[src/rtl/status_serial_rx_pkg.sv]
// Shared definitions for the alarm status link receiver: frame layout,
// standby length used by the transmitter, FSM states and the frame legality rule.
package status_serial_rx_pkg;

  localparam int MSG_W = 4;
  localparam int SB    = 3;

  localparam int ARMED_BIT = 0;
  localparam int ALARM_BIT = 1;
  localparam int S1_BIT    = 2;
  localparam int S2_BIT    = 3;

  localparam int BIT_CNT_W = $clog2(MSG_W + 1);

  typedef enum logic [1:0] {
    IDLE,
    RECV,
    CHECK,
    DRAIN
  } rx_state_e;

  // An alarm can only be raised while the system is armed.
  function automatic logic frame_legal(input logic [MSG_W-1:0] frame);
    return !(frame[ALARM_BIT] && !frame[ARMED_BIT]);
  endfunction

endpackage

[src/rtl/status_serial_rx_if.sv]
// Status link bundle: serial lines towards the receiver, decoded status back out.
interface status_serial_rx_if;
  import status_serial_rx_pkg::*;

  logic             status_in;
  logic             status_send_in;
  logic [MSG_W-1:0] msg;
  logic             armed;
  logic             alarm;
  logic             sensor1;
  logic             sensor2;
  logic             frame_valid;
  logic             frame_error;
  logic             link_ok;

  modport master (
    output status_in, status_send_in,
    input  msg, armed, alarm, sensor1, sensor2, frame_valid, frame_error, link_ok
  );

  modport slave (
    input  status_in, status_send_in,
    output msg, armed, alarm, sensor1, sensor2, frame_valid, frame_error, link_ok
  );

endinterface

[src/rtl/status_serial_rx_sync_ff.sv]
// N-stage flip-flop synchroniser; identical depth on every lane keeps lanes aligned.
module sync_ff #(
  parameter int STAGES = 2
) (
  input  logic CLK,
  input  logic RST,
  input  logic d_i,
  output logic q_o
);

  logic [STAGES-1:0] sync_q;

  // NOTE: sequential state is only ever updated with <= so every stage samples
  // the value its predecessor held before the edge.
  always_ff @(posedge CLK or posedge RST) begin
    if (RST) begin
      sync_q <= '0;
    end else begin
      sync_q[0] <= d_i;
      for (int i = 1; i < STAGES; i++) begin
        sync_q[i] <= sync_q[i-1];
      end
    end
  end

  assign q_o = sync_q[STAGES-1];

endmodule

[src/rtl/status_serial_rx.sv]
// Alarm status link receiver: synchronises the serial lines, deserialises and
// validates frames, holds the decoded status and supervises the link.
module status_serial_rx
  import status_serial_rx_pkg::*;
#(
  parameter int SYNC_STAGES  = 2,
  parameter int LINK_TIMEOUT = 32
) (
  input  logic              CLK,
  input  logic              RST,
  status_serial_rx_if.slave bus
);

  localparam int LINK_W = $clog2(LINK_TIMEOUT + 1);
  localparam logic [BIT_CNT_W-1:0] BIT_CNT_ONE  = BIT_CNT_W'(1);
  localparam logic [BIT_CNT_W-1:0] BIT_CNT_FULL = BIT_CNT_W'(MSG_W);
  localparam logic [LINK_W-1:0]    LINK_ONE     = LINK_W'(1);
  localparam logic [LINK_W-1:0]    LINK_MAX     = LINK_W'(LINK_TIMEOUT);

  logic s_send;
  logic s_data;

  sync_ff #(.STAGES(SYNC_STAGES)) u_sync_send (
    .CLK (CLK),
    .RST (RST),
    .d_i (bus.status_send_in),
    .q_o (s_send)
  );

  sync_ff #(.STAGES(SYNC_STAGES)) u_sync_data (
    .CLK (CLK),
    .RST (RST),
    .d_i (bus.status_in),
    .q_o (s_data)
  );

  rx_state_e            state_q,    state_d;
  logic [BIT_CNT_W-1:0] bit_cnt_q,  bit_cnt_d;
  logic [MSG_W-1:0]     shift_q,    shift_d;
  logic [MSG_W-1:0]     msg_q,      msg_d;
  logic                 valid_q,    valid_d;
  logic                 error_q,    error_d;
  logic [LINK_W-1:0]    link_cnt_q, link_cnt_d;
  logic                 link_ok_q,  link_ok_d;

  // Frames are decided on the edge that leaves RECV, so the pulses are visible
  // during CHECK; CHECK accepts a new bit 0 exactly like IDLE.
  always_comb begin
    // NOTE: every combinational output gets a default first so no path can
    // leave it unassigned and infer a latch.
    state_d   = state_q;
    bit_cnt_d = bit_cnt_q;
    shift_d   = shift_q;
    msg_d     = msg_q;
    valid_d   = 1'b0;
    error_d   = 1'b0;

    case (state_q)
      IDLE, CHECK: begin
        if (s_send) begin
          shift_d   = {s_data, shift_q[MSG_W-1:1]};
          bit_cnt_d = BIT_CNT_ONE;
          state_d   = RECV;
        end else begin
          state_d   = IDLE;
        end
      end
      RECV: begin
        if (s_send) begin
          if (bit_cnt_q == BIT_CNT_FULL) begin
            error_d = 1'b1;
            state_d = DRAIN;
          end else begin
            shift_d   = {s_data, shift_q[MSG_W-1:1]};
            bit_cnt_d = bit_cnt_q + BIT_CNT_ONE;
          end
        end else if (bit_cnt_q == BIT_CNT_FULL) begin
          state_d = CHECK;
          if (frame_legal(shift_q)) begin
            msg_d   = shift_q;
            valid_d = 1'b1;
          end else begin
            error_d = 1'b1;
          end
        end else begin
          error_d = 1'b1;
          state_d = IDLE;
        end
      end
      DRAIN: begin
        if (!s_send) begin
          state_d = IDLE;
        end
      end
      default: state_d = IDLE;
    endcase
  end

  // Link supervisor: a commit always wins over a coincident timeout.
  always_comb begin
    link_cnt_d = link_cnt_q;
    link_ok_d  = link_ok_q;
    if (valid_d) begin
      link_cnt_d = '0;
      link_ok_d  = 1'b1;
    end else if (link_cnt_q != LINK_MAX) begin
      link_cnt_d = link_cnt_q + LINK_ONE;
      if (link_cnt_d == LINK_MAX) begin
        link_ok_d = 1'b0;
      end
    end
  end

  always_ff @(posedge CLK or posedge RST) begin
    if (RST) begin
      state_q    <= IDLE;
      bit_cnt_q  <= '0;
      shift_q    <= '0;
      msg_q      <= '0;
      valid_q    <= 1'b0;
      error_q    <= 1'b0;
      link_cnt_q <= '0;
      link_ok_q  <= 1'b0;
    end else begin
      state_q    <= state_d;
      bit_cnt_q  <= bit_cnt_d;
      shift_q    <= shift_d;
      msg_q      <= msg_d;
      valid_q    <= valid_d;
      error_q    <= error_d;
      link_cnt_q <= link_cnt_d;
      link_ok_q  <= link_ok_d;
    end
  end

  assign bus.msg         = msg_q;
  assign bus.armed       = msg_q[ARMED_BIT];
  assign bus.alarm       = msg_q[ALARM_BIT];
  assign bus.sensor1     = msg_q[S1_BIT];
  assign bus.sensor2     = msg_q[S2_BIT];
  assign bus.frame_valid = valid_q;
  assign bus.frame_error = error_q;
  assign bus.link_ok     = link_ok_q;

endmodule
[src/flat_wrapper.sv]
// flat-port wrapper written by rule: the top's interface ports become plain ports
module status_serial_rx_flat import status_serial_rx_pkg::*;
#(
  parameter int SYNC_STAGES  = 2,
  parameter int LINK_TIMEOUT = 32
)
  (CLK, RST, bus_status_in, bus_status_send_in, bus_msg, bus_armed, bus_alarm, bus_sensor1, bus_sensor2, bus_frame_valid, bus_frame_error, bus_link_ok);
  status_serial_rx_if bus_i ();
  input  logic CLK;
  input  logic RST;
  input wire logic [$bits(bus_i.status_in)-1:0] bus_status_in;
  input wire logic [$bits(bus_i.status_send_in)-1:0] bus_status_send_in;
  output wire logic [$bits(bus_i.msg)-1:0] bus_msg;
  output wire logic [$bits(bus_i.armed)-1:0] bus_armed;
  output wire logic [$bits(bus_i.alarm)-1:0] bus_alarm;
  output wire logic [$bits(bus_i.sensor1)-1:0] bus_sensor1;
  output wire logic [$bits(bus_i.sensor2)-1:0] bus_sensor2;
  output wire logic [$bits(bus_i.frame_valid)-1:0] bus_frame_valid;
  output wire logic [$bits(bus_i.frame_error)-1:0] bus_frame_error;
  output wire logic [$bits(bus_i.link_ok)-1:0] bus_link_ok;
  assign bus_i.status_in = bus_status_in;
  assign bus_i.status_send_in = bus_status_send_in;
  assign bus_msg = bus_i.msg;
  assign bus_armed = bus_i.armed;
  assign bus_alarm = bus_i.alarm;
  assign bus_sensor1 = bus_i.sensor1;
  assign bus_sensor2 = bus_i.sensor2;
  assign bus_frame_valid = bus_i.frame_valid;
  assign bus_frame_error = bus_i.frame_error;
  assign bus_link_ok = bus_i.link_ok;
  status_serial_rx #(.SYNC_STAGES(SYNC_STAGES), .LINK_TIMEOUT(LINK_TIMEOUT)) u_core (.CLK(CLK), .RST(RST), .bus(bus_i));
endmodule
[config.mk]
export PLATFORM = sky130hd
export DESIGN_NAME = status_serial_rx_flat
export DESIGN_NICKNAME = d
export VERILOG_FILES = /design/src/rtl/status_serial_rx_pkg.sv /design/src/rtl/status_serial_rx_if.sv /design/src/rtl/status_serial_rx_sync_ff.sv /design/src/rtl/status_serial_rx.sv /design/src/flat_wrapper.sv
export SDC_FILE = /design/constraint.sdc
export NUM_CORES = 1
export LEC_CHECK = 0
export BUFFER_PORTS_ARGS = -buffer_cell sky130_fd_sc_hd__buf_2
export CORE_AREA = 10 10 63 65
export DETAILED_ROUTE_END_ITERATION = 6
export DIE_AREA = 0 0 73 75
export PLACE_DENSITY_LB_ADDON = 0.2
export SYNTH_ARGS = -nofsm -noshare
export SYNTH_HDL_FRONTEND = slang
export SYNTH_HIERARCHICAL = 1
export SYNTH_SLANG_ARGS = --single-unit
[constraint.sdc]
create_clock -name CLK -period 1.98 [get_ports CLK]
set_clock_uncertainty 0.05 [all_clocks]
set_input_delay 0.198 -clock CLK [delete_from_list [all_inputs] [get_ports CLK]]
set_output_delay 0.198 -clock CLK [all_outputs]
set_load 0.01 [all_outputs]
==> results of run 1 <==
==> critical path: stages, from the launching register on <==
cell,delay (ps)
dfrtp_1,450
inv_1,80
ha_1,160
nand2_1,150
nor4_4,420
mux2_2,400
==> state kept, by name, summed over array words and instances, names as in the netlist <==
name	cells
u_core/shift_q	4
u_core/bit_cnt_q	3
u_core/link_cnt_q	6
u_core/bus.frame_error	1
u_core/bus.frame_valid	1
u_core/bus.msg	4
u_core/state_q	2
u_core/u_sync_data/sync_q	2
u_core/u_sync_send/sync_q	2
u_core/bus.link_ok	1
==> Yosys cell counts (4+ instances only) <==
cell / n
a21oi_1: 5
buf_4: 4
dfrtp_1: 26
ha_1: 4
inv_1: 8
mux2_2: 6
nand2_1: 7
nand3_1: 4
nor2_1: 4
nor3_1: 6
==> power breakdown <==
part	total [mW]	switching (mW)	internal [mW]
Sequential	0.826	0.151	0.675
Clock	0.359	0.155	0.205
Combinational	0.547	0.264	0.283
Total	1.73	0.570	1.16
==> cells by family (layout without fill, tap and decap cells) <==
kind of cell    after synthesis  in the layout
buf+inv                      15             33
flops                        26             26
simple gates                 31             31
compound gates               16             16
xor+xnor                      3              3
fa+ha+maj                     4              4
mux                          10             10
==> layout make-up <==
type                       count  area share (%)
clock inverter                 1            2.17
inverter                       8            2.17
sequential                    26            47.0
clock buffer                   3            1.63
multi-input combinational     64            34.9
timing repair buffer          21            9.39
tap                           31            2.80
==> metal layers <==
layer	vias up	global-route usage, %	wire length, um
li1	390	-	-
met1	367	9.97	1030
met3	2	2.10	95
met2	16	12.6	981
met5	-	0	0
met4	0	2.53	16
==> path summary, 6_finish.rpt <==
kind                                           endpoint  slack [ps]  depth (start not counted)
setup / recovery                      u_core/bus.msg[1]         180                          5
hold / removal             u_core/u_sync_data/sync_q[1]         210                          3
setup reg to reg                      u_core/bus.msg[1]         180                          5
hold reg to reg            u_core/u_sync_send/sync_q[1]         320                          0
max in group asynchronous        u_core/bus.frame_error        1110                          4
min in group CLK           u_core/u_sync_send/sync_q[1]         320                          0
==> run_results.csv, run 1 <==
group,metric,value,unit
status,outcome,"complete, no violations",
clock_tree,cts_setup_buffers,0,
route,firstDrtPassIters,2,
route,vias,775,
clock_tree,cts_resized,0,
cells_and_area,ff_latch_area,651,um2
grt,grt_start_max_net_pins,17,
sta,slew_headroom,72.4,%
clock_tree,clock_latency,320,ps
route,route.detailed.drc,0,
setup_path,worstPathRequired,2150,ps
yosys,muxShareOfSynthArea,9.70,%
cells_and_area,final_nets,132,
sta,layout_setup_ws,182,ps
placement,dp_slack,177,ps
sta,report.final.slew_viol_count,0,
clock_tree,clock_sinks,26,
sta,fmax,0.556,GHz
yosys,synth_compound_area_share,8.88,%
sta,setup-violations-final,0,
floorplan,core,2710,um2
cells_and_area,final_cell_mix,"dfrtp_1 (26), buf_2 (14), inv_1 (8)",
grt,grt_pass1_wl,3.51,mm
pwr,power_density,1250,nW/um2
cells_and_area,fillerInstances,252,
sta,rsz0062_at_grt,"false",
cells_and_area,post-route-cell-area,1390,um2
yosys,postSynth.asyncResetShare,100,%
yosys,synth.distinct_cells,35,
floorplan,io_pins,15,
yosys,synth_xor_area_share,2.17,%
clock_tree,numCtsBuffers,3,
yosys,ys_ff_latch,26,
floorplan,num_rows,19,
sta,hold_viol_final,0,
grt,grt_pass1_vias,794,
cells_and_area,multi_input_area,483,um2
cells_and_area,fin_cells,154,
hold_path,hp-class,"in2async",
grt,global_route.overflow_total,0,
setup_path,end_kind,"flip-flop",
placement,dp_hpwl,1.67,mm
setup_path,critical_path.startpoint,"u_core/bit_cnt_q[0]",
setup_path,worstPathArrival,1970,ps
flow_run,max_cap_viol_count,0,
pwr,cellLeakagePower,0.679,nW
yosys,synthAdderAreaFrac,4.13,%
sta,fin_crit_sh,90.8,%
route,drt_iter0_drc,25,
setup_path,reg2reg_from,"u_core/bit_cnt_q[0]",
yosys,synth_ff_type,"dfrtp_1",
route,drt-wirelength-per-cell,13.8,um
yosys,synth_top_family_by_area,"simple AND/OR/NAND/NOR gates",
cells_and_area,n_antenna_cell,0,
yosys,netlist_instances,105,
floorplan,die_w,73,um
sta,layout_min_cycle_time,1800,ps
clock_tree,cts_tree,"done",
yosys,synth-simple-area-share,15.0,%
yosys,synth_area_per_cell,11.5,um2
sta,tns,0,ps
sta,holdWs,215,ps
floorplan,initial_core_util,44.7,%
placement,placedInstanceArea,1300,um2
yosys,synth_edf_count,0,
grt,antenna_found_initial,0,
pwr,vdd_ir_drop_max,801,uV
clock_tree,htreeDepth,1,
yosys,synth_top_area_share,53.7,%
cells_and_area,synthToLayoutAreaGrowth,14.2,%
floorplan,die_y,75,um
yosys,yosys.area.top_type,"dfrtp_1",
sta,worst_pin_slew,411,ps
placement,dp.cells,147,
yosys,synth_nets,113,
yosys,synthTopCellsByArea,"dfrtp_1 (54%), mux2_2 (5.6%), ha_1 (4.1%)",
clock_tree,cts.clk_slew.worst_paths,140,ps
clock_tree,cts-root-buf,"clkbuf_4",
placement,io_buffer_count,14,
setup_path,critPathKind,"reg2reg",
route,vias_per_cell,5.03,
yosys,yosysWarningCount,6,
setup_path,crit_fanout,5,
grt,grtUsageTotal,7.84,%
pwr,finalPower,1.73,mW
cells_and_area,layout_commonest_cell,"dfrtp_1",
route,drt.antenna.violating_nets,0,
yosys,syn-cell-area,1210,um2
cells_and_area,fin_util,51.1,%
placement,gp_congestion,0.775,
cells_and_area,drive_gt1_share,27.6,%
setup_path,setup.worst_path.start_class,"flip-flop",
clock_tree,cts_max_path_buffers,2,
route,wirelength,2.12,mm
yosys,ys_seq_area_share,53.7,%
floorplan,die_area,5480,um2
clock_tree,postCtsHoldBufs,3,
Power figures use the tool's default switching activity.
==> run 2: changes to the inputs <==
--- a/config.mk
+++ b/config.mk
@@ -9,6 +9,7 @@
 export CORE_AREA = 10 10 63 65
 export DETAILED_ROUTE_END_ITERATION = 6
 export DIE_AREA = 0 0 73 75
+export GPL_TIMING_DRIVEN = 0
 export PLACE_DENSITY_LB_ADDON = 0.2
 export SYNTH_ARGS = -nofsm -noshare
 export SYNTH_HDL_FRONTEND = slang
==> run 2 against run 1 <==
Fmax is 0.12% higher. Critical path depth is 1 higher. Worst setup slack better by 2.2 ps. Worst hold slack better by 10 ps. Critical endpoint is now u_core/bus.msg[0]. Largest power group unchanged.
==> run_results.csv, run 2 (same netlist as run 1, synthesis figures left out) <==
group,metric,value,unit
setup_path,cpMaxStageDelayCell,"dfrtp_1",
pwr,p_comb_share,34.5,%
sta,report.final.slew_viol_count,0,
sta,fmax,0.557,GHz
clock_tree,clock_sinks,26,
floorplan,io_pins,15,
floorplan,die_w,73,um
clock_tree,cts_tree,"done",
route,drt-wirelength-per-cell,13.1,um
cells_and_area,final_cell_mix,"dfrtp_1 (26), buf_2 (14), inv_1 (8)",
floorplan,die_area,5480,um2
setup_path,worstPathRequired,2140,ps
cells_and_area,ff_latch_area,651,um2
route,wirelength,2.07,mm
setup_path,worstPathArrival,1960,ps
setup_path,setup.worst_path.start_class,"flip-flop",
cells_and_area,layout_commonest_cell,"dfrtp_1",
pwr,power_density,1190,nW/um2
clock_tree,clock_latency,310,ps
sta,layout_min_cycle_time,1800,ps
setup_path,crit_fanout,10,
cells_and_area,multi_input_area,483,um2
route,drt.antenna.violating_nets,0,
clock_tree,htreeDepth,1,
cells_and_area,final_nets,136,
sta,worst_pin_slew,823,ps
clock_tree,numCtsBuffers,3,
route,firstDrtPassIters,4,
setup_path,end_kind,"flip-flop",
grt,grt_start_max_net_pins,23,
setup_path,critPathMaxStageDelay,450,ps
pwr,seq_power_share,49.7,%
cells_and_area,regMostFlops,"u_core/link_cnt_q",
floorplan,num_rows,19,
cells_and_area,fin_util,51.5,%
clock_tree,cts_max_path_buffers,2,
flow_run,max_cap_viol_count,0,
grt,grt_pass1_vias,738,
sta,hold_viol_final,0,
grt,global_route.overflow_total,0,
cells_and_area,post-route-cell-area,1400,um2
grt,antenna_found_initial,0,
clock_tree,cts.clk_slew.worst_paths,140,ps
placement,io_buffer_count,14,
cells_and_area,fillerInstances,254,
sta,rsz0062_at_grt,"false",
cells_and_area,largest_register_ffs,6,
sta,tns,0,ps
placement,gp_congestion,0.715,
sta,fin_crit_sh,90.7,%
grt,grtUsageTotal,7.85,%
floorplan,core,2710,um2
floorplan,die_y,75,um
cells_and_area,drive_gt1_share,28.3,%
sta,slew_headroom,45.1,%
setup_path,crit_path_cell_trace,"inv_1 > ha_1 > nand2_1 > nor4_4 > buf_6 > mux2_4",
route,vias_per_cell,5.09,
grt,grt_pass1_wl,3.48,mm
route,drt_iter0_drc,42,
placement,placedInstanceArea,1320,um2
placement,dp_hpwl,1.51,mm
cells_and_area,n_antenna_cell,0,
status,outcome,"complete, no violations",
hold_path,hp-class,"in2async",
pwr,intPower,1.10,mW
clock_tree,cts-root-buf,"clkbuf_4",
route,route.detailed.drc,0,
pwr,swShare,33.7,%
pwr,vdd_ir_drop_max,766,uV
pwr,switching_power,560,uW
pwr,p_clk_share,15.8,%
setup_path,critPathKind,"reg2reg",
floorplan,initial_core_util,44.7,%
cells_and_area,synthToLayoutAreaGrowth,15.1,%
pwr,cellLeakagePower,0.688,nW
route,vias,804,
sta,setup-violations-final,0,
[run 2: cell type report]
type / instances / area share (%)
timing repair buffer: 18 / 7.71
clock buffer: 4 / 2.60
buffer: 7 / 3.50
tap: 31 / 2.78
sequential: 26 / 46.6
inverter: 8 / 2.15
multi-input combinational: 64 / 34.6
[run 2: worst paths after layout]
kind                                                 to  slack [ps]                         start  cells after the start
max                                   u_core/bus.msg[0]         180           u_core/bit_cnt_q[0]                      6
min                        u_core/u_sync_send/sync_q[0]         230                           RST                      3
max reg2reg                           u_core/bus.msg[0]         180           u_core/bit_cnt_q[0]                      6
min reg2reg                u_core/u_sync_send/sync_q[1]         320  u_core/u_sync_send/sync_q[0]                      0
max in group asynchronous          u_core/link_cnt_q[5]         830                           RST                      3
min in group CLK           u_core/u_sync_send/sync_q[1]         320  u_core/u_sync_send/sync_q[0]                      0
[run 2: power groups by stage]
stage	Combinational, mW	Sequential, mW	Clock [mW]
floorplan	0.423	0.819	0
global placement	0.563	0.825	0
detailed placement	0.575	0.832	0
CTS	0.581	0.824	0.267
global route	0.646	0.852	0.290
finish	0.572	0.825	0.262
[run 2: routing by layer]
layer  vias to the layer above  global-route usage, %  share of wire [%]
met5                         -                      0                  0
met4                         0                   2.53               0.77
met3                         2                   2.76                4.3
met2                        15                   11.2                 46
met1                       389                   10.8                 49
li1                        398                      -                  -
[run 2: critical path, delay by kind of cell (launching register included)]
kind          cells  cell delay [ps]
flops             1              450
simple gates      2              470
fa+ha+maj         1              170
buf+inv           2              260
mux               1              300
[run 2: repair_timing]
item,4_1_cts,5_1_grt
endpoints found under the hold margin,6,0
setup endpoints to repair,0,1
setup buffers,0,1
gates resized for setup,0,0
hold buffers,3,0
[run 2: per-stage QoR]
| stage | power (mW) | setup slack [ps] | hold slack [ps] | std cells |
|---|---|---|---|---|
| detailed placement | 1.41 | 162 | 21.0 | 150 |
| global placement | 1.39 | 166 | 17.0 | 150 |
| floorplan | 1.24 | 318 | -111 | 105 |
| global route | 1.79 | 30.0 | 236 | 158 |
| CTS | 1.67 | 128 | 213 | 157 |
| finish | 1.66 | 184 | 225 | 158 |
